`src/rtl/serial_byte_rx.sv`:
```
// Framed 1-bit LSB-first byte receiver feeding a small valid/ready FIFO.
// Define SERIAL_RX_PARITY_EN to add an even-parity bit between data and stop.
module serial_byte_rx #(
    parameter int DEPTH = 4,
    parameter int AW    = 2
) (
    input  logic          clk,
    input  logic          rst,
    input  logic          serial_in,
    output logic [7:0]    rx_data,
    output logic          rx_valid,
    input  logic          rx_ready,
    output logic [AW:0]   fifo_level,
    output logic          frame_err,
    output logic          overflow
);

    // state  | meaning
    // IDLE   | line idle, waiting for a high start bit
    // DATA   | shifting in 8 data bits, LSB first
    // PAR    | sampling the even-parity bit (parity builds only)
    // STOP   | sampling the stop bit; push or flag the byte
    localparam logic [1:0] S_IDLE = 2'd0;
    localparam logic [1:0] S_DATA = 2'd1;
`ifdef SERIAL_RX_PARITY_EN
    localparam logic [1:0] S_PAR  = 2'd2;
`endif
    localparam logic [1:0] S_STOP = 2'd3;

    logic [1:0]  state_q, state_d;
    logic [2:0]  bit_cnt_q, bit_cnt_d;
    logic [7:0]  shreg_q, shreg_d;
    logic [AW:0] wr_ptr_q, wr_ptr_d;
    logic [AW:0] rd_ptr_q, rd_ptr_d;
    logic        frame_err_q, frame_err_d;
    logic        overflow_q, overflow_d;
    logic [7:0]  mem_q [DEPTH];

    logic        stop_ok;
    logic        byte_good;
    logic        byte_bad;
    logic        full;
    logic        pop;
    logic        push;

`ifdef SERIAL_RX_PARITY_EN
    logic        par_bad_q, par_bad_d;
    assign stop_ok = !serial_in && !par_bad_q;
`else
    assign stop_ok = !serial_in;
`endif

    always_comb begin
        state_d   = state_q;
        bit_cnt_d = bit_cnt_q;
        shreg_d   = shreg_q;
`ifdef SERIAL_RX_PARITY_EN
        par_bad_d = par_bad_q;
`endif
        case (state_q)
            S_IDLE: begin
                if (serial_in) begin
                    state_d   = S_DATA;
                    bit_cnt_d = 3'd0;
                end
            end
            S_DATA: begin
                shreg_d   = {serial_in, shreg_q[7:1]};
                bit_cnt_d = bit_cnt_q + 3'd1;
                if (bit_cnt_q == 3'd7) begin
`ifdef SERIAL_RX_PARITY_EN
                    state_d = S_PAR;
`else
                    state_d = S_STOP;
`endif
                end
            end
`ifdef SERIAL_RX_PARITY_EN
            S_PAR: begin
                par_bad_d = ^{shreg_q, serial_in};
                state_d   = S_STOP;
            end
`endif
            S_STOP:  state_d = S_IDLE;
            default: state_d = S_IDLE;
        endcase
    end

    assign byte_good = (state_q == S_STOP) && stop_ok;
    assign byte_bad  = (state_q == S_STOP) && !stop_ok;

    assign full = (wr_ptr_q[AW] != rd_ptr_q[AW]) &&
                  (wr_ptr_q[AW-1:0] == rd_ptr_q[AW-1:0]);
    assign pop  = rx_valid && rx_ready;
    // A pop in the same cycle frees the slot the push is about to use.
    assign push = byte_good && (!full || pop);

    always_comb begin
        wr_ptr_d    = push ? wr_ptr_q + 1'b1 : wr_ptr_q;
        rd_ptr_d    = pop  ? rd_ptr_q + 1'b1 : rd_ptr_q;
        frame_err_d = byte_bad;
        overflow_d  = byte_good && full && !pop;
    end

    always_ff @(posedge clk or posedge rst) begin
        if (rst) begin
            state_q     <= S_IDLE;
            bit_cnt_q   <= 3'd0;
            shreg_q     <= 8'd0;
            wr_ptr_q    <= '0;
            rd_ptr_q    <= '0;
            frame_err_q <= 1'b0;
            overflow_q  <= 1'b0;
`ifdef SERIAL_RX_PARITY_EN
            par_bad_q   <= 1'b0;
`endif
        end else begin
            state_q     <= state_d;
            bit_cnt_q   <= bit_cnt_d;
            shreg_q     <= shreg_d;
            wr_ptr_q    <= wr_ptr_d;
            rd_ptr_q    <= rd_ptr_d;
            frame_err_q <= frame_err_d;
            overflow_q  <= overflow_d;
`ifdef SERIAL_RX_PARITY_EN
            par_bad_q   <= par_bad_d;
`endif
        end
    end

    always_ff @(posedge clk) begin
        if (push) begin
            mem_q[wr_ptr_q[AW-1:0]] <= shreg_q;
        end
    end

    assign rx_valid   = (wr_ptr_q != rd_ptr_q);
    assign rx_data    = rx_valid ? mem_q[rd_ptr_q[AW-1:0]] : 8'd0;
    assign fifo_level = wr_ptr_q - rd_ptr_q;
    assign frame_err  = frame_err_q;
    assign overflow   = overflow_q;

endmodule

```
`config.mk`:
```
export PLATFORM = sky130hd
export DESIGN_NAME = serial_byte_rx
export DESIGN_NICKNAME = d
export VERILOG_FILES = /design/src/rtl/serial_byte_rx.sv
export SDC_FILE = /design/constraint.sdc
export NUM_CORES = 1
export LEC_CHECK = 0
export ABC_AREA = 1
export CAP_MARGIN = 0
export CORE_UTILIZATION = 35
export CTS_CLUSTER_SIZE = 25
export DETAILED_ROUTE_END_ITERATION = 8
export PLACE_DENSITY = 0.57
export SYNTH_ARGS = -nofsm -noshare
export SYNTH_HDL_FRONTEND = slang
export SYNTH_SLANG_ARGS = --single-unit
```
`constraint.sdc`:
```
create_clock -name clk -period 1.9 [get_ports clk]
set_input_delay 0.38 -clock clk [delete_from_list [all_inputs] [get_ports clk]]
set_output_delay 0.38 -clock clk [all_outputs]
set_load 0.02 [all_outputs]
```
==> results of run 1 <==
==> synth_stat cells, drive strengths merged <==
library cell	number	area [um2]
nand2	72	298
nor2	39	156
inv	38	143
edfxtp	32	961
dfrtp	21	526
a21oi	9	45.0
ha	9	113
buf	6	41.3
nand3	6	42.5
o21ai	6	30.0
xor2	3	26.3
nor3	2	21.3
and3	1	6.26
fa	1	20.0
nand3b	1	7.51
==> layout by cell type, fill, tap and decap left out, types with 2 or more instances in the layout <==
cell,count
a21oi_1,2
a21oi_2,7
buf_12,3
buf_4,25
buf_6,6
clkbuf_16,4
clkbuf_8,5
clkdlybuf4s50_1,5
dfrtp_1,21
edfxtp_1,32
ha_1,7
ha_4,2
inv_1,30
inv_2,6
nand2_1,66
nand2_2,2
nand2_4,4
nand3_1,5
nor2_1,30
nor2_2,5
nor2_4,4
o21ai_0,2
o21ai_1,4
xor2_1,3
==> layout make-up <==
| type | count | area [um2] | share of cell area (%) |
|---|---|---|---|
| well taps | 80 | 100 | 3.17 |
| clock inverters | 1 | 8.76 | 0.278 |
| repair buffers | 43 | 450 | 14.3 |
| inverters | 38 | 153 | 4.84 |
| clock buffers | 7 | 97.6 | 3.09 |
| flip-flops and latches | 53 | 1490 | 47.1 |
| multi-input cells | 149 | 860 | 27.2 |
==> worst paths after layout <==
| check | from | endpoint | slack, ns | cells past startpoint |
|---|---|---|---|---|
| setup / recovery | rd_ptr_q[0] | fifo_level[1] | -0.05 | 4 |
| hold / removal | rst | overflow | 0.42 | 3 |
| setup reg to reg | rd_ptr_q[0] | mem_q[3][2] | 0.11 | 9 |
| hold reg to reg | bit_cnt_q[0] | bit_cnt_q[0] | 0.48 | 1 |
| max in group asynchronous | rst | shreg_q[0] | 1.25 | 3 |
| min in group clk | bit_cnt_q[0] | bit_cnt_q[0] | 0.48 | 1 |
==> routing by layer <==
metal	global-route usage, %	vias up
met5	0	-
met4	4.39	0
met3	2.33	6
met2	20.7	22
met1	17.7	754
li1	-	855
==> worst reg2reg max path, cell delays in order, from the launching register on <==
cell	delay [ns]
dfrtp_1	0.43
ha_4	0.30
nand2_4	0.05
buf_4	0.13
nor2_2	0.16
nand2_4	0.08
nand2_4	0.09
buf_4	0.14
nor2_2	0.05
buf_12	0.13
==> flip-flops by register name, summed over array words and instances (netlist names) <==
signal	flops
mem_q	32
shreg_q	8
bit_cnt_q	3
rd_ptr_q	3
wr_ptr_q	3
state_q	2
frame_err	1
overflow	1
==> metrics by stage <==
step	setup TNS, ns	total power, mW	area (um2)	utilization, %	hold slack, ns
4_1_cts	-0.192	5.24	2990	44.2	0.427
3_5_place_dp	-3.75	4.43	2830	41.9	0.472
3_3_place_gp	-2.93	4.39	2830	41.9	0.464
6_report	-0.108	5.70	3160	46.7	0.425
5_1_grt	-0.919	6.13	3160	46.7	0.444
2_1_floorplan	-0.516	3.38	2440	-	0.357
==> kinds of logic after synthesis <==
kind of cell	Yosys count	share of synthesized area [%]
XOR/XNOR	3	1.08
AO/OA/AOI/OAI	15	3.08
flip-flops	53	61.0
buffers and inverters	44	7.55
adder cells (fa/ha/maj)	10	5.44
AND/OR/NAND/NOR	121	21.8
==> power by group through the flow <==
stage               clock network (mW)  logic [mW]  registers [mW]
finish                           0.694        3.23            1.78
global route                     0.757        3.55            1.82
CTS                              0.707        2.76            1.77
detailed placement                   0        2.64            1.79
global placement                     0        2.60            1.78
floorplan                            0        1.63            1.75
==> timing repair <==
action | 4_1_cts | 5_1_grt
resized for setup | 69 | 25
buffers inserted | 3 | 1
hold buffers | 0 | 0
setup endpoints to repair | 12 | 43
cloned | 0 | 3
pin swaps | 4 | 11
==> flow_summary_export.csv, run 1 <==
group,metric,value,unit
yosys,synth_cell_types,24,
timing,rsz0062_at_grt,"true",
clocking,cts.sinks,53,
timing,max_slew_margin,74.6,%
layout,instances_no_fill,371,
floorplanning,die_w,85.4,um
clocking,numCtsBuffers,5,
route,via_count,1637,
route,drc_errors,0,
grt,grt_pass1_vias,1524,
power,p_sw,2.35,mW
power,switching_share,41.2,%
yosys,ys.warnings.count,0,
grt,grt_first_pass_wirelength,7180,um
timing,fin_skew,0.00189,ns
timing,setup-violations-final,7,
yosys,netlist_area,2440,um2
yosys,avgSynthCellArea,9.90,um2
timing,fin_ws,-0.0483,ns
layout,fill_cells,633,
timing,report.final.slew_viol_count,0,
run_status,violations,"negative setup slack",
run_status,status,"finished, violations left",
worst_setup_path,cp_cell_sequence,"ha_4, fa_2, inv_2, buf_6",
timing,timing.fmax,513,MHz
power,irDropWorstVdd,0.780,mV
power,combPwrFrac,56.6,%
worst_setup_path,end_kind,"output pin",
power,power_density,1810,nW/um2
place,dpl.cell_count,356,
yosys,synth_seq_cells,53,
floorplanning,ios,18,
worst_hold_path,hold_path.class,"primary input to asynchronous set/reset pin",
route,wl_per_cell,12.4,um
timing,period_share,103,%
worst_setup_path,cp_num_buf_inv,2,
floorplanning,die_area,7300,um2
worst_setup_path,slowest_delay,0.53,ns
worst_setup_path,slowest_stage,"fa_2",
yosys,seq_area_frac_synth,61.0,%
place,dp_hpwl,2800,um
layout,area_delta_synth_final,29.5,%
route,first_pass_iters,4,
timing,finalCriticalPeriod,1.95,ns
clocking,cts.htree.levels,2,
worst_setup_path,crit_path_start_kind,"flop",
grt,grt_max_degree,36,
layout,drive_above_1_share,27.1,%
route,drtAntennaViolNets,0,
clocking,cts-root-buf,"clkbuf_8",
clocking,clkTransAtPathRegs,0.09,ns
worst_setup_path,worst_ep_required_time,1.52,ns
route,totalWireLength,4590,um
route,wl_met3,91,um
run,cap_violations,0,
place,gp_congestion,0.747,
worst_setup_path,arrival,1.57,ns
route,routed_via_density,4.41,
power,p_seq_share,31.2,%
grt,track_usage,12.9,%
clocking,clock_latency,0.29,ns
route,wl_met1,2190,um
layout,nets,304,
timing,hold_viol,0,
worst_setup_path,critPathKind,"flop to output pin",
route,top_layer_used,"met4",
layout,antennaDiodeCount,0,
floorplanning,start_util,36.1,%
place,port_buffers,17,
yosys,syn-num-nets,260,
floorplanning,die_y,85.4,um
worst_setup_path,path_delay_family,"adder cells",
place,preCtsSetupSlack,-0.286,ns
floorplanning,core,6760,um2
route,drt_iter0_drc,75,
power,clock_power_share,12.2,%
floorplanning,rows,30,
route,wl_met2,2240,um
grt,gr-total-overflow,0,
power,intPower,3.35,mW
clocking,clock_path_buffers,2,
timing,tightestPinTransition,0.380,ns
clocking,cts_tree,"built",
grt,antenna_found_initial,0,
worst_setup_path,critPathMaxFanout,2,
yosys,synthCells,246,
power,leakagePower,1.44,nW
(Power assumes the default switching activity.)
==> run 2: changes to the inputs <==
Settings changed: CAP_MARGIN 0 to unset.
==> results of run 2 <==
The final DEF is identical to that of run 1; final timing and power are the same.
==> run 3: changes to the inputs <==
==> constraint.sdc (replaced) <==
create_clock -name clk -period 1.9 [get_ports clk]
set_input_delay 0.38 -clock clk [delete_from_list [all_inputs] [get_ports clk]]
set_output_delay 0.38 -clock clk [all_outputs]
set_load 0.005 [all_outputs]
==> flow_summary_export.csv, run 3 (synthesis results as in run 1) <==
group,metric,value,unit
grt,antenna_found_initial,0,
timing,holdWs,0.407,ns
worst_setup_path,worst_ep_required_time,1.52,ns
place,port_buffers,17,
layout,nets,303,
power,power.total,4.90,mW
run_status,violations,"negative setup slack",
layout,fill_cells,641,
route,routed_via_density,4.35,
timing,setup-violations-final,1,
power,irDropWorstVdd,0.675,mV
power,leakagePower,1.39,nW
timing,hold_viol,0,
timing,fin_skew,0.00356,ns
worst_setup_path,startpoint,"rd_ptr_q[0]",
worst_setup_path,crit_path_end,"fifo_level[1]",
route,wl_met2,2070,um
clocking,cts.htree.levels,2,
clocking,numCtsBuffers,5,
route,wl_met3,106,um
power,switching_share,38.0,%
worst_setup_path,crit_path_start_kind,"flop",
layout,antennaDiodeCount,0,
floorplanning,core,6760,um2
power,intPower,3.04,mW
layout,regArea,1490,um2
clocking,clock_path_buffers,2,
timing,rsz0062_at_grt,"true",
worst_setup_path,end_kind,"output pin",
floorplanning,ios,18,
power,combPwrFrac,48.8,%
route,totalWireLength,4240,um
layout,multi_input_area,822,um2
layout,largest_register_ffs,32,
grt,gr-total-overflow,0,
power,power_density,1630,nW/um2
place,gp_congestion,0.718,
timing,finalCriticalPeriod,1.95,ns
route,drt_iter0_drc,86,
grt,grt_first_pass_wirelength,7280,um
clocking,clock_latency,0.30,ns
worst_setup_path,critPathKind,"flop to output pin",
route,drc_errors,0,
floorplanning,rows,30,
grt,grt_max_degree,36,
layout,drive_above_1_share,25.2,%
route,wl_per_cell,11.5,um
route,first_pass_iters,4,
clocking,clkTransAtPathRegs,0.09,ns
clocking,cts.sinks,53,
worst_setup_path,r2r-end,"mem_q[3][7]",
layout,layout_common_cells,"66 x nand2_1, 34 x nor2_1, 32 x edfxtp_1",
layout,layout_commonest_cell,"nand2_1",
timing,fin_ws,-0.0454,ns
timing,timing.fmax,514,MHz
layout,area_delta_synth_final,23.6,%
run_status,status,"finished, violations left",
worst_setup_path,r2r_start,"rd_ptr_q[1]",
timing,report.final.slew_viol_count,0,
grt,track_usage,13.0,%
timing,fin_tns_setup,-0.0454,ns
clocking,cts_hold_buf,0,
worst_setup_path,r2r_setup_slack,0.10,ns
route,drtAntennaViolNets,0,
route,top_layer_used,"met4",
worst_setup_path,arrival,1.57,ns
clocking,cts-root-buf,"clkbuf_8",
power,p_seq_share,36.3,%
grt,grt_pass1_vias,1544,
timing,period_share,102,%
floorplanning,start_util,36.1,%
run,cap_violations,0,
timing,max_slew_margin,75.0,%
worst_setup_path,worstRegToRegCells,10,
floorplanning,die_y,85.4,um
floorplanning,die_w,85.4,um
clocking,cts_tree,"built",
power,clock_power_share,14.9,%
worst_setup_path,critPathMaxFanout,2,
place,dp_hpwl,2870,um
worst_hold_path,hold_path.class,"primary input to asynchronous set/reset pin",
timing,tightestPinTransition,0.375,ns
power,p_sw,1.86,mW
floorplanning,die_area,7300,um2
layout,final_core_utilization,44.6,%
route,wl_met1,2030,um
route,via_count,1608,
-- run 3: cell types whose count changed in the layout (fill, tap and decap cells not counted), sizes merged --
| cell | change |
|---|---|
| buf | +2 |
| bufinv | +1 |
| clkbuf | -4 |
| clkdlybuf4s15 | -1 |
| dlygate4sd2 | +1 |
-- run 3: timing repair --
action	CTS	global route
pin swaps	4	2
gates resized for setup	60	9
endpoints found under the setup margin	12	37
setup buffers	6	0
cloned	0	0
-- run 3: final cells by class --
type,count,area share (%)
Clock inverter,2,1.16
Multi-Input combinational cell,149,27.3
Tap cell,80,3.33
Inverter,38,4.99
Clock buffer,6,2.41
Timing Repair Buffer,42,11.4
Sequential cell,53,49.4
-- run 3: worst max-delay path, stage by stage (launching register included) --
cell     delay, ns
dfrtp_1       0.44
ha_4          0.18
fa_2          0.51
inv_1         0.03
buf_2         0.11
-- run 3: worst min path at each step --
stage,start,to,cells after the start
finish,rst,overflow,3
CTS,rst,overflow,3
global placement,bit_cnt_q[0],bit_cnt_q[0],1
floorplan,rst,bit_cnt_q[0],1
detailed placement,bit_cnt_q[0],bit_cnt_q[0],1
global route,rst,wr_ptr_q[2],3
-- run 3: power by group through the flow --
stage,sequential [mW],combinational (mW),clock [mW]
floorplan,1.74,1.31,0
detailed placement,1.79,2.32,0
global route,1.81,2.69,0.796
CTS,1.77,2.34,0.753
global placement,1.78,2.28,0
finish,1.78,2.39,0.731
-- run 3: routing by layer --
layer	vias to the layer above	GRT usage [%]
met4	0	3.18
met1	739	16.9
met5	-	0
li1	850	-
met3	4	3.11
met2	15	22.1
-- run 3: metrics by stage --
step | setup slack [ns] | instance area [um2] | std cells
final | -0.0454 | 3010 | 370
after detailed placement | -0.153 | 2830 | 356
after global routing | -0.101 | 3010 | 370
after global placement | -0.137 | 2830 | 356
after floorplan | 0.0967 | 2440 | 246
after CTS | -0.0553 | 2980 | 370
